<file path="src/rtl/cu_data_write_packer_pkg.sv">
// Shared command/data-line types for the compute-unit write-data path.
package cu_data_write_packer_pkg;

  localparam logic [7:0] DATA_WRITE_CONTROL_ID = 8'h21;

  typedef enum logic [1:0] {CMD_INVALID, CMD_READ, CMD_WRITE, CMD_PREFETCH} command_type;
  typedef enum logic [2:0] {STRUCT_INVALID, READ_DATA, WRITE_DATA, READ_INDEX, WRITE_INDEX} array_struct_type;
  typedef enum logic [0:0] {STRICT, RELAXED} abt_type;

  typedef struct packed {
    logic [7:0]       cu_id;
    command_type      cmd_type;
    logic [5:0]       real_size;
    logic [63:0]      address_offest;
    logic [6:0]       cacheline_offest;
    array_struct_type array_struct;
    abt_type          abt;
  } CommandBufferLine;

  typedef struct packed {
    logic             valid;
    CommandBufferLine cmd;
    logic [511:0]     data;
  } ReadWriteDataLine;

  typedef struct packed {
    logic alfull;
    logic full;
    logic empty;
  } BufferStatus;

endpackage

</file>
<file path="src/rtl/cu_data_write_packer.sv">
// Packs a stream of elements into 128-byte cachelines (two 64-byte halves)
// and emits each completed or flushed line for one cycle as a write command.
module cu_data_write_packer
  import cu_data_write_packer_pkg::*;
#(
  parameter logic [7:0] CU_WRITE_CONTROL_ID = DATA_WRITE_CONTROL_ID,
  parameter int         ELEM_BITS           = 32
) (
  input  logic                 clock,
  input  logic                 rstn,
  input  logic                 enabled_in,
  input  logic                 element_valid_in,
  input  logic [ELEM_BITS-1:0] element_data_in,
  input  logic                 flush_in,
  input  BufferStatus          write_data_in_buffer_status,
  output logic                 element_ready_out,
  output ReadWriteDataLine     write_data_0_out,
  output ReadWriteDataLine     write_data_1_out,
  output logic                 flush_done_out,
  output logic [63:0]          lines_emitted_out
);

  localparam int LINE_ELEMS = 32;
  localparam int SLOT_BITS  = 32;

  typedef enum logic [1:0] {FILL, EMIT, HOLD} state_e;
  typedef logic [LINE_ELEMS-1:0][SLOT_BITS-1:0] line_t;

  state_e           state_q;
  logic             en_q, pend_q, tag_q, fdone_q;
  logic [5:0]       cnt_q;
  line_t            line_q;
  logic [63:0]      idx_q, lines_q;
  ReadWriteDataLine wd0_q, wd1_q;

  logic       accept, flush_w, close_w, alfull;
  logic [5:0] cnt_d;
  line_t      line_d;
  logic       unused_status;

  assign alfull        = write_data_in_buffer_status.alfull;
  assign unused_status = ^write_data_in_buffer_status;

  assign element_ready_out = en_q && (state_q == FILL) && !pend_q;
  assign accept            = element_valid_in && element_ready_out;
  assign flush_w           = flush_in || pend_q;

  // Line as it stands after this cycle's acceptance, so a same-cycle flush
  // or the 32nd element lands in the emitted line.
  always_comb begin
    line_d = line_q;
    cnt_d  = cnt_q;
    if (accept) begin
      line_d[cnt_q[4:0]] = SLOT_BITS'(element_data_in);
      cnt_d              = cnt_q + 6'd1;
    end
  end

  assign close_w = (cnt_d == 6'd32) || (flush_w && (cnt_d != 6'd0));

  function automatic ReadWriteDataLine half_line(input line_t ln, input logic upper,
                                                 input logic [5:0] n, input logic [63:0] idx);
    ReadWriteDataLine r;
    r                    = '0;
    r.valid              = 1'b1;
    r.cmd.cu_id          = CU_WRITE_CONTROL_ID;
    r.cmd.cmd_type       = CMD_WRITE;
    r.cmd.real_size      = n;
    r.cmd.address_offest = idx << 7;
    r.cmd.array_struct   = WRITE_DATA;
    r.cmd.abt            = STRICT;
    r.data               = upper ? ln[31:16] : ln[15:0];
    return r;
  endfunction

  always_ff @(posedge clock or negedge rstn) begin
    if (!rstn) begin
      state_q <= FILL;
      en_q    <= 1'b0;
      pend_q  <= 1'b0;
      tag_q   <= 1'b0;
      fdone_q <= 1'b0;
      cnt_q   <= '0;
      line_q  <= '0;
      idx_q   <= '0;
      lines_q <= '0;
      wd0_q   <= '0;
      wd1_q   <= '0;
    end else begin
      en_q    <= enabled_in;
      fdone_q <= 1'b0;
      wd0_q   <= '0;
      wd1_q   <= '0;
      case (state_q)
        FILL: begin
          if (en_q) begin
            line_q <= line_d;
            cnt_q  <= cnt_d;
            if (close_w) begin
              tag_q  <= flush_w;
              pend_q <= 1'b0;
              if (alfull) begin
                state_q <= HOLD;
              end else begin
                state_q <= EMIT;
                wd0_q   <= half_line(line_d, 1'b0, cnt_d, idx_q);
                wd1_q   <= half_line(line_d, 1'b1, cnt_d, idx_q);
                fdone_q <= flush_w;
              end
            end else if (flush_w) begin
              fdone_q <= 1'b1;
              pend_q  <= 1'b0;
            end
          end else begin
            // Frozen while disabled; a flush is kept until we can act on it.
            pend_q <= pend_q || flush_in;
          end
        end
        HOLD: begin
          pend_q <= pend_q || flush_in;
          if (!alfull) begin
            state_q <= EMIT;
            wd0_q   <= half_line(line_q, 1'b0, cnt_q, idx_q);
            wd1_q   <= half_line(line_q, 1'b1, cnt_q, idx_q);
            fdone_q <= tag_q;
          end
        end
        EMIT: begin
          pend_q  <= pend_q || flush_in;
          state_q <= FILL;
          cnt_q   <= '0;
          line_q  <= '0;
          tag_q   <= 1'b0;
          idx_q   <= idx_q + 64'd1;
          lines_q <= lines_q + 64'd1;
        end
        default: state_q <= FILL;
      endcase
    end
  end

  assign write_data_0_out  = wd0_q;
  assign write_data_1_out  = wd1_q;
  assign flush_done_out    = fdone_q;
  assign lines_emitted_out = lines_q;

endmodule

</file>
<file path="config.mk">
export PLATFORM = sky130hd
export DESIGN_NAME = cu_data_write_packer
export DESIGN_NICKNAME = d
export VERILOG_FILES = /design/src/rtl/cu_data_write_packer_pkg.sv /design/src/rtl/cu_data_write_packer.sv
export SDC_FILE = /design/constraint.sdc
export NUM_CORES = 2
export LEC_CHECK = 0
export CORE_AREA = 2 2 513 515
export CTS_BUF_LIST = sky130_fd_sc_hd__clkbuf_8 sky130_fd_sc_hd__clkbuf_16
export DETAILED_ROUTE_END_ITERATION = 10
export DIE_AREA = 0 0 515 517
export PLACE_DENSITY = 0.58
export SLEW_MARGIN = 20
export SYNTH_ARGS = -nofsm -noshare
export SYNTH_HDL_FRONTEND = slang
export SYNTH_SLANG_ARGS = --single-unit
</file>
<file path="constraint.sdc">
create_clock -name clock -period 2.6 [get_ports clock]
set_clock_uncertainty 0.1 [all_clocks]
set_input_delay 0.65 -clock clock [delete_from_list [all_inputs] [get_ports clock]]
set_output_delay 0.65 -clock clock [all_outputs]
set_load 0.1 [all_outputs]
</file>
==> summary.md <==
| Metric | Value |
|---|---|
| Worst setup margin | `-0.550 ns` |
| Setup TNS | `-495.65 ns` |
| Initial antenna violation count | `10` |
| Initial Util | `31.6%` |
| Maximum clock insertion buffer count | `3` |
| Cell Pwr Density | `756 nW/um2` |
| Hold Vio Cnt, Final | `0` |
| Most used DFF post-synth | `dfrtp_1` |
| Slew of the pin with the lowest slew margin | `0.896 ns` |
| Layout area overhead | `34.4%` |
| Worst VDD drop | `0.000613 V` |
| Clock Tree Root | `clkbuf_16` |
| Filler cells | `23800` |
| Data arrival, critical path | `3.78 ns` |
| Asr flop ratio synth | `100%` |
| RSZ-0062 raised after global routing | `true` |
| Post-Syn Instances | `5860` |
| CP endpoint kind | `flip-flop` |
| Tightest Hold Check Type | `primary input to flip-flop` |
| Final worst path period need | `3.15 ns` |
| CTS Buf Count | `229` |
| # H-tree levels | `4` |
| Hold Crit Start | `element_data_in[20]` |
| Vias in the first global route | `59600` |
| Pleak | `55.0 nW` |
| Setup violators final | `1778` |
| Required @ worst endpoint | `3.23 ns` |
| CP startpoint | `state_q[0]` |
| DRC viols | `0` |
| Multi-input gate area | `23800 um2` |
| Post-route ant nets | `0` |
| Result of the run | `complete, but fails checks` |
| Synth cell count leaders | `2245 x dfrtp_1, 1920 x a22o_1, 463 x clkbuf_1` |
| Synth unique cells | `59` |
| Slew Limit Headroom | `40.2%` |
| Die W | `515 um` |
| Pwr Total | `83.8 mW` |
| Post-synth EDFFs | `0` |
| Worst skew pair latency | `0.90 ns` |
| Reg area | `56200 um2` |
| Chip height | `517 um` |
| Fmax | `317 MHz` |
| Worst r2r src | `state_q[0]` |
| Top-area cell type share of the netlist area | `68.1%` |
| Total global routing overflow | `0` |
| Top cells by area, synth | `dfrtp_1 68%, a22o_1 20%, clkbuf_1 2.1%, buf_4 1.1%, o2bb2ai_1 1.0%` |
| Syn Area/Cell | `14.1 um2` |
| Seq cells post-synth | `2245` |
| IO Pins | `1314` |
| Max_cap viols | `0` |
| Buffers on Ports | `1263` |
| Layout cell share with drive strength beyond 1 | `33.7%` |
| Largest net degree at the start of global routing | `122` |
| First-pass GRT wire length | `472000 um` |
| Drt pass-1 iters | `5` |
| Max-slew violation count | `0` |
| Vias per inst | `5.47` |
| CP max FO | `8` |
| # clock sinks | `2245` |
| Final core utilization | `42.5%` |
| Die area | `266000 um2` |
| Area of the core | `261000 um2` |
| Cell Rows | `188` |
| Cell with the most instances after synthesis | `dfrtp_1` |
| Clk slew on worst S/H paths | `0.06 ns` |
| Routability cong. | `0.874` |
| Iter 0 DRT Violations | `5763` |
| Failing checks | `negative setup slack` |
| Nets@finish | `7371` |
| Cell Area, Synth | `82500 um2` |
| CP startpoint kind | `flip-flop` |
| CTS tree | `done` |
| Tcrit/Tclk final | `121%` |
| HPWL Detailed | `238000 um` |
| Top cell type by total area after synthesis | `dfrtp_1` |
| All-layer global routing usage | `24.8%` |
| Seq/Total Area, Yosys | `68.1%` |
| CP Class | `flip-flop to flip-flop` |
| Total Wirelength | `344000 um` |
| Routed vias | `59800` |
| Avg WL per Cell | `31.5 um` |
| Yosys Warn Count | `0` |
| Worst R2R Setup Slack | `-0.55 ns` |
through the flow:
step	hold slack (ns)	cell area (um2)	setup WS, ns	instances
after detailed placement	0.354	101000	-1.45	10400
after CTS	0.0656	110000	-0.491	10900
after floorplan	0.254	82800	-0.114	5907
final	0.109	111000	-0.550	10900
after global routing	0.0568	111000	-0.618	10900
after global placement	0.349	101000	-1.41	10400
cells by family after synthesis:
logic type | share of synthesized area [%]
AOI/OAI and AO/OA | 22.5
muxes | 0.0683
and+or+nand+nor | 3.25
xor gates and xnor gates | 1.27
DFF | 68.1
other | 0.00455
adders and majority gates | 0.152
buffers and inverters | 4.64
state kept, by name, summed over array words and instances (netlist names):
name and count:
pend_q 1, state_q 2, en_q 1, flush_done_out 1, lines_emitted_out 64, write_data_0_out 571, line_q 1024, tag_q 1
cnt_q 6, idx_q 57, write_data_1_out 517
what timing repair did:
action	4_1_cts	5_1_grt
buffers inserted	31	37
hold endpoints to repair	258	0
hold buffers	4	0
pin swaps	57	97
gates cloned	10	18
resized for setup	39	27
setup endpoints to repair	1410	1968
layout by cell type (no fill, tap or decap), types with 29 or more instances in the layout:
master	instances
nor2_4	69
nor2_1	71
clkbuf_16	245
buf_4	1624
nand4_1	40
o21ai_4	63
dfrtp_2	30
dfrtp_1	2209
clkinv_2	43
and3_1	29
and2_1	61
xor2_1	32
nand3_1	47
inv_1	56
a22o_1	1920
nand2_1	146
clkbuf_8	54
xnor2_1	87
o21ai_0	37
buf_12	265
conb_1	48
o2bb2ai_1	97
metal layers:
metal / global-route usage, % / wire length (um) / up-vias
li1: - / - / 24500
met1: 30.5 / 132000 / 31800
met2: 40.7 / 165000 / 2939
met3: 7.84 / 32900 / 535
met4: 8.91 / 14500 / 6
met5: 0 / 37 / -
critical path: stages (launching register included):
cell and delay [ns]:
dfrtp_1 0.40, inv_2 0.09, ha_4 0.17, buf_6 0.10, and4b_2 0.32, nand3_2 0.09
a21oi_2 0.21, o21a_4 0.17, mux2i_4 0.28, buf_12 0.18, buf_12 0.15, buf_16 0.14
o21ai_4 0.06, buf_6 0.14, clkbuf_16 0.20, a22o_1 0.22
area by class of cell:
cell class / count / share of cell area [%]
tap: 3420 / 3.86
antenna: 3 / 0.00677
multi-input combinational: 2872 / 21.5
inverter: 19 / 0.0711
sequential: 2245 / 50.7
clock inverter: 137 / 1.37
timing repair buffer: 1954 / 16.7
clock buffer: 283 / 5.84
path summary, 6_finish.rpt:
kind,to,cells after the start
min,line_q[404],2
min reg2reg,write_data_0_out[9],1
max,write_data_0_out[447],15
min in group asynchronous,write_data_0_out[222],2
max reg2reg,write_data_0_out[447],15
max in group asynchronous,line_q[382],3
where the power goes:
group	internal, mW	total [mW]	leakage, nW	switching, mW
clock network	19.6	34.3	4.07	14.7
registers	35.2	35.5	31.3	0.266
logic	4.02	14.1	19.6	10.0
total	58.9	83.8	55.0	25.0
(Power assumes the default switching activity.)
